--- src/rtl/motor_pwm_pkg.sv ---
// Constants shared by the Motor PWM driver and decoder so both ends agree on the frame format.
package motor_pwm_pkg;

  localparam int FRAME_TICKS = 256;
  localparam int SPEED_W     = 8;
  localparam int CNT_W       = 9;

  localparam logic DIR_PLUS  = 1'b1;
  localparam logic DIR_MINUS = 1'b0;

  // A full-frame count of 256 does not fit the 8-bit speed field; clamp it to 255.
  function automatic logic [SPEED_W-1:0] sat_speed(input logic [CNT_W-1:0] cnt);
    if (cnt[CNT_W-1]) begin
      return '1;
    end
    return cnt[SPEED_W-1:0];
  endfunction

endpackage

--- src/rtl/pwm_tick_prescaler.sv ---
// Divides clk_in down to the PWM tick; shared with the driver so both ends tick identically.
module pwm_tick_prescaler #(
  parameter int CLK_DIV = 50
) (
  input  logic clk_in,
  input  logic reset_n_in,
  output logic tick_out
);

  localparam int CW = $clog2(CLK_DIV);
  localparam logic [CW-1:0] LAST = CW'(CLK_DIV - 1);

  logic [CW-1:0] count;

  // NOTE: sequential state uses non-blocking assignments so every flop samples pre-edge values.
  always_ff @(posedge clk_in or negedge reset_n_in) begin
    if (!reset_n_in) begin
      count <= '0;
    end else if (count == LAST) begin
      count <= '0;
    end else begin
      count <= count + 1'b1;
    end
  end

  assign tick_out = (count == LAST);

endmodule

--- src/rtl/motor_pwm_decoder.sv ---
// Recovers speed and direction from an H-bridge leg pair over a free-running 256-tick window.
// Optional shoot-through detection is enabled by defining MOTOR_FAULT_DETECT_EN.
module motor_pwm_decoder
  import motor_pwm_pkg::*;
#(
  parameter int CLK_DIV     = 50,
  parameter int SYNC_STAGES = 2
) (
  input  logic               clk_in,
  input  logic               reset_n_in,
  input  logic               motor_plus_in,
  input  logic               motor_minus_in,
  output logic [SPEED_W-1:0] speed_out,
  output logic               direction_out,
  output logic               valid_out,
  output logic               fault_out
);

  logic [SYNC_STAGES-1:0] plus_sync, minus_sync;
  logic                   plus_s, minus_s;
  logic                   tick, window_end;
  logic [7:0]             tick_idx;
  logic [CNT_W-1:0]       plus_cnt, minus_cnt;
  logic [CNT_W-1:0]       plus_nxt, minus_nxt;
  logic [SPEED_W-1:0]     speed_res;
  logic                   dir_res;

  pwm_tick_prescaler #(.CLK_DIV(CLK_DIV)) u_prescaler (
    .clk_in    (clk_in),
    .reset_n_in(reset_n_in),
    .tick_out  (tick)
  );

  always_ff @(posedge clk_in or negedge reset_n_in) begin
    if (!reset_n_in) begin
      plus_sync  <= '0;
      minus_sync <= '0;
    end else begin
      plus_sync  <= {plus_sync[SYNC_STAGES-2:0], motor_plus_in};
      minus_sync <= {minus_sync[SYNC_STAGES-2:0], motor_minus_in};
    end
  end

  assign plus_s     = plus_sync[SYNC_STAGES-1];
  assign minus_s    = minus_sync[SYNC_STAGES-1];
  assign window_end = tick && (tick_idx == 8'd255);

`ifdef MOTOR_FAULT_DETECT_EN
  logic overlap_tick, overlap_seen;

  assign overlap_tick = tick && plus_s && minus_s;

  always_ff @(posedge clk_in or negedge reset_n_in) begin
    if (!reset_n_in) begin
      fault_out    <= 1'b0;
      overlap_seen <= 1'b0;
    end else begin
      if (overlap_tick) begin
        fault_out <= 1'b1;
      end
      if (window_end) begin
        overlap_seen <= 1'b0;
      end else if (overlap_tick) begin
        overlap_seen <= 1'b1;
      end
    end
  end
`else
  assign fault_out = 1'b0;
`endif

  // The closing tick's sample is folded in here so results register on that same edge.
  always_comb begin
    // NOTE: every combinational output gets a default first so no latch is inferred.
    plus_nxt  = plus_cnt + CNT_W'(plus_s);
    minus_nxt = minus_cnt + CNT_W'(minus_s);
    speed_res = sat_speed((plus_nxt >= minus_nxt) ? plus_nxt : minus_nxt);
    dir_res   = direction_out;
    if (plus_nxt > minus_nxt) begin
      dir_res = DIR_PLUS;
    end else if (minus_nxt > plus_nxt) begin
      dir_res = DIR_MINUS;
    end
`ifdef MOTOR_FAULT_DETECT_EN
    if (overlap_seen || overlap_tick) begin
      speed_res = '0;
    end
`endif
  end

  always_ff @(posedge clk_in or negedge reset_n_in) begin
    if (!reset_n_in) begin
      tick_idx      <= '0;
      plus_cnt      <= '0;
      minus_cnt     <= '0;
      speed_out     <= '0;
      direction_out <= 1'b0;
      valid_out     <= 1'b0;
    end else begin
      valid_out <= 1'b0;
      if (tick) begin
        tick_idx <= tick_idx + 1'b1;
        if (window_end) begin
          plus_cnt      <= '0;
          minus_cnt     <= '0;
          speed_out     <= speed_res;
          direction_out <= dir_res;
          valid_out     <= 1'b1;
        end else begin
          plus_cnt  <= plus_nxt;
          minus_cnt <= minus_nxt;
        end
      end
    end
  end

endmodule

--- config.mk ---
export PLATFORM = sky130hd
export DESIGN_NAME = motor_pwm_decoder
export DESIGN_NICKNAME = d
export VERILOG_FILES = /design/src/rtl/motor_pwm_pkg.sv /design/src/rtl/pwm_tick_prescaler.sv /design/src/rtl/motor_pwm_decoder.sv
export SDC_FILE = /design/constraint.sdc
export NUM_CORES = 1
export LEC_CHECK = 0
export CAP_MARGIN = 20
export CORE_MARGIN = 2
export CORE_UTILIZATION = 32
export CTS_BUF_LIST = sky130_fd_sc_hd__clkbuf_8
export DETAILED_ROUTE_END_ITERATION = 12
export SETUP_SLACK_MARGIN = 0.5
export SYNTH_ARGS = -nofsm -noshare
export SYNTH_HDL_FRONTEND = slang
export SYNTH_HIERARCHICAL = 1
export SYNTH_SLANG_ARGS = --single-unit
--- constraint.sdc ---
create_clock -name clk_in -period 3.1 [get_ports clk_in]
set_input_delay 0.62 -clock clk_in [delete_from_list [all_inputs] [get_ports clk_in]]
set_output_delay 0.62 -clock clk_in [all_outputs]
set_load 0.01 [all_outputs]
Word-level counts from Yosys, hierarchy flattened
Index checks and enable logic that the tools add are counted.
W data, S select, Z words.
- add/sub/neg operators: 4
- reductions and logical operators: 4
- mux-type cells: 11
- magnitude comparators: 3
- equal/unequal tests: 2
- operators with widths (cell ; number):
    $mux W9 ; 3
    $add A9 B1 Y9 ; 2
    $gt A9 B9 Y1 ; 2
    $mux W8 ; 2
    $ge A9 B9 Y1 ; 1
    $add A8 B1 Y8 const B ; 1
    $eq A8 B8 Y1 const B ; 1
    $add A6 B1 Y6 const B ; 1
    $eq A6 B6 Y1 const B ; 1
    $mux W6 ; 1
    $mux W1 ; 5
    $reduce_and A3 Y1 ; 1
    $reduce_and A2 Y1 ; 1
    $reduce_bool A2 Y1 ; 1
    $logic_and A1 B1 Y1 ; 1
- logic and storage cells: 33
- register bits: 46
- input bits: 4

Logic depth before layout (Yosys ltp)
- word-level depth: 5
- mapped depth: 12
- gate-level depth less buffers: 12

Hierarchy
Netlist, hierarchy kept.
- by module, submodules not included (module ; instances ; cells each ; sequential area each (um^2) ; area an instance (um^2)):
    motor_pwm_decoder ; 1 ; 220 ; 1001.0 ; 2235.9
    pwm_tick_prescaler ; 1 ; 26 ; 150.1 ; 285.3

Worst setup path after synthesis
OpenSTA, ideal clock, no wires.
- path kind: reg-to-reg
- start: register minus_cnt[0]
- end: register speed_out[0]
- arrival time: 2.628 ns
- setup slack: 0.352 ns
- stages on the path, launching flop included: 13
- required time: 2.980 ns
- buffers on the path: 0
- library setup time: 0.120 ns
- period minus slack after synthesis: 2.748 ns
- cell sequence: dfrtp_1 ha_1 ha_1 nand3_2 nor2_1 xnor2_1 inv_1 ha_1 a211oi_2 nand2_1 o221ai_4 mux2_4 o22a_2
- longest elaborated chain between the ends: 5
- ends and longest elaborated chain (element ; line ; source):
    start, declared ; motor_pwm_decoder.sv:23 ; logic [CNT_W-1:0] plus_cnt, minus_cnt;
    start signal, assigned ; motor_pwm_decoder.sv:111 ; minus_cnt <= minus_nxt;
    $add A9 B1 Y9 * ; motor_pwm_decoder.sv:76 ; minus_nxt = minus_cnt + CNT_W'(minus_s);
    $ge A9 B9 Y1 ; motor_pwm_decoder.sv:77 ; speed_res = sat_speed((plus_nxt >= minus_nxt) ? plus_nxt : minus_nxt);
    $mux W9 * ; motor_pwm_decoder.sv:77 ;
    $mux W1 ; motor_pwm_pkg.sv:13 ; if (cnt[CNT_W-1]) begin
    $mux W8 * ; motor_pwm_pkg.sv:16 ; return cnt[SPEED_W-1:0];
    end signal, assigned ; motor_pwm_decoder.sv:106 ; speed_out <= speed_res;
    end, declared ; motor_pwm_decoder.sv:13 ; output logic [SPEED_W-1:0] speed_out,
Every way passes the cells marked *; elsewhere a longest branch is shown, timed or not.
A chain may end at the register's enable or synchronous reset.

Final worst setup path
- start: register plus_cnt[0]
- end: register speed_out[0]
- longest elaborated chain between the ends: 5
- ends and longest elaborated chain (element ; line ; source):
    start, declared ; motor_pwm_decoder.sv:23 ;
    start signal, assigned ; motor_pwm_decoder.sv:110 ; plus_cnt <= plus_nxt;
    $add A9 B1 Y9 * ; motor_pwm_decoder.sv:75 ; plus_nxt = plus_cnt + CNT_W'(plus_s);
    $ge A9 B9 Y1 ; motor_pwm_decoder.sv:77 ;
    $mux W9 * ; motor_pwm_decoder.sv:77 ;
    $mux W1 ; motor_pwm_pkg.sv:13 ;
    $mux W8 * ; motor_pwm_pkg.sv:16 ;
Marks and branches as above.

==> impl_metrics.json <==
{
  "wl_met3_um": 139,
  "synth_area_per_cell_um2": 10.2,
  "report.final.slew_viol_count": 0,
  "layout-drive-gt1-share_pct": 22.1,
  "synth_xor_area_share_pct": 8.68,
  "routed_wl_mm": 5.18,
  "core_area_um2": 7690,
  "synthMuxAreaShare_pct": 4.91,
  "wl_met1_mm": 2.47,
  "yosysSeqAreaShare_pct": 45.7,
  "power_density_nw_per_um2": 358,
  "dpl.hpwl_mm": 3.44,
  "run_status": "completed",
  "ys.flop_type": "dfrtp_1",
  "maxCapViolCount": 0,
  "die-area_um2": 8600,
  "met2_length_mm": 2.52,
  "clock-root-buffer": "clkbuf_8",
  "critPathMaxFanout": 6,
  "drtAntennaViolNets": 0,
  "cts_sinks": 46,
  "die_w_um": 92.8,
  "grt_usage_pct": 12.9,
  "grt_pass1_vias": 1779,
  "grt_max_degree": 47,
  "yosys.area_share.simple_pct": 16.7,
  "initial_core_util_pct": 32.8,
  "rows": 32,
  "min_period_over_period_pct": 85.2,
  "leakagePower_nw": 1.35,
  "yosys.area_share.adder_pct": 7.44,
  "place_congestion": 0.829,
  "start_kind": "flip-flop",
  "finalHoldViolCount": 0,
  "synth-seq-cells": 46,
  "die_y_um": 92.8,
  "io_buffers": 13,
  "cts_tree": "built",
  "ff_latch_area_um2": 1150,
  "ios": 15,
  "multi_input_area_um2": 1400,
  "firstDrtPassIters": 4,
  "ctsHtreeMaxLevel": 2,
  "synth-compound-area-share_pct": 11.6,
  "fill_cells": 760,
  "placed_area_um2": 2790,
  "setup_viol": 0,
  "ys_types": 47,
  "min_path_type": "input port to asynchronous set/reset pin",
  "final_common_cell": "dfrtp_1",
  "drc": 0,
  "synth_enable_flop_cells": 0,
  "worst-setup-path-type": "flip-flop to flip-flop",
  "synth_top_area_share_pct": 45.7,
  "end_kind": "flip-flop",
  "antenna_found_initial": 0,
  "yosysWarningCount": 6,
  "ys_top_cells_by_area": "dfrtp_1 46%, ha_1 7.4%, xnor2_1 5.9%",
  "finClkSkew_ns": 0.0104,
  "rsz0062_at_grt": "yes",
  "fin_area_um2": 3090,
  "via_count": 1830,
  "cp_data_arrival_time_ns": 2.84,
  "synthesis.nets": 265,
  "syn_to_final_growth_pct": 22.5,
  "viasPerCell": 4.91,
  "synth_area_um2": 2520,
  "cts_max_path_buffers": 2,
  "synth_top_family_by_area": "simple AND/OR/NAND/NOR gates",
  "placed_cells": 355,
  "min_period_ns": 2.64,
  "post_drt_wl_per_cell_um": 13.9,
  "crit_required_ns": 3.30,
  "dr.first_iter.drc_count": 99,
  "routed.top_layer": "met4",
  "path_clk_slew_ns": 0.09,
  "final_cell_mix": "46 x dfrtp_1, 26 x nand2_1, 19 x inv_1",
  "fin_tns_setup_ns": 0,
  "n_antenna_cell": 0,
  "cts_buffers": 5,
  "fmax_mhz": 378,
  "grt-ovfl-total": 0,
  "async_flop_share_pct": 100,
  "synthCells": 246,
  "cts_hold_buf": 0,
  "synth_top_area_cell": "dfrtp_1",
  "final_cells": 373,
  "final_nets": 289,
  "clock_latency_ns": 0.30,
  "grt_pass1_wl_mm": 8.60,
  "ir_worst_vdd_uv": 271
}
[per-layer routing]
metal / vias up / track usage, %
met3: 4 / 2.85
met1: 906 / 16.4
met4: 0 / 5.27
li1: 896 / -
met2: 24 / 21.2
met5: - / 0
[critical path, stage by stage, from the launching register on]
cell and delay, ns:
dfrtp_1 0.40, ha_2 0.22, nand4_4 0.13, nor2_4 0.17
xnor2_1 0.21, ha_4 0.27, a211oi_2 0.17, nand2_1 0.13
o221ai_4 0.33, mux2_4 0.33, o22a_2 0.17
[cells by family (layout without fill, tap and decap cells)]
family / after synthesis / after routing
AOI/OAI and AO/OA: 41 / 41
xor gates and xnor gates: 25 / 25
adders and majority gates: 15 / 15
buffers and inverters: 28 / 53
DFF: 46 / 46
muxes: 11 / 11
other: 1 / 1
and+or+nand+nor: 79 / 79
[Yosys cell counts, types with 2 or more instances]
| library cell | number |
|---|---|
| dfrtp_1 | 46 |
| xor2_1 | 8 |
| o21ai_0 | 18 |
| nor2_1 | 13 |
| nor3_1 | 5 |
| mux2_2 | 3 |
| clkbuf_1 | 2 |
| ha_1 | 15 |
| xnor2_1 | 17 |
| inv_1 | 19 |
| mux2i_1 | 6 |
| nand4_1 | 5 |
| nand3_2 | 3 |
| buf_4 | 2 |
| o22a_1 | 6 |
| nand3_1 | 11 |
| o211ai_1 | 2 |
| nor2b_1 | 2 |
| nand2_1 | 26 |
| o22ai_1 | 5 |
| o22a_2 | 2 |
| mux2_4 | 2 |
| nor3_2 | 2 |
| and3_1 | 3 |
[flip-flops by register name, indices dropped and copies added (netlist names)]
name and flops:
tick_idx 8, minus_sync 2, plus_cnt 9, speed_out 8, u_prescaler/count 6, minus_cnt 9, plus_sync 2, direction_out 1
valid_out 1
[repair_timing]
action	in CTS	in global routing
setup buffers	6	3
pin swaps	7	6
gates resized for setup	9	10
setup endpoints to repair	8	8
[through the flow]
stage / util (%) / hold WS [ns] / worst slack, ns / power [mW]
finish: 40.2 / 0.216 / 0.458 / 1.11
global route: 40.2 / 0.225 / 0.330 / 1.15
CTS: 39.0 / 0.357 / 0.433 / 1.11
floorplan: - / 0.324 / 0.523 / 0.637
detailed placement: 36.3 / 0.337 / 0.293 / 0.656
global placement: 36.3 / 0.334 / 0.310 / 0.655
[worst paths after layout]
check,startpoint,to,slack (ns),cells past startpoint
max,plus_cnt[0],speed_out[0],0.46,10
min,reset_n_in,valid_out,0.22,1
max reg2reg,plus_cnt[0],speed_out[0],0.46,10
min reg2reg,plus_sync[0],plus_sync[1],0.35,0
max in group asynchronous,reset_n_in,u_prescaler/count[5],2.39,2
min in group clk_in,plus_sync[0],plus_sync[1],0.35,0
[power breakdown]
part / switching (mW) / internal, mW / total [mW]
Clock: 0.216 / 0.238 / 0.454
Combinational: 0.0261 / 0.0232 / 0.0492
Sequential: 0.00130 / 0.602 / 0.604
[layout make-up]
| cell class | instances | area share (%) |
|---|---|---|
| repair buffers | 25 | 7.49 |
| clock buffers | 5 | 2.23 |
| clock inverters | 3 | 1.30 |
| multi-input cells | 172 | 45.2 |
| flip-flops and latches | 46 | 37.3 |
| well taps | 102 | 4.13 |
| inverters | 20 | 2.43 |
(Power assumes the default switching activity.)
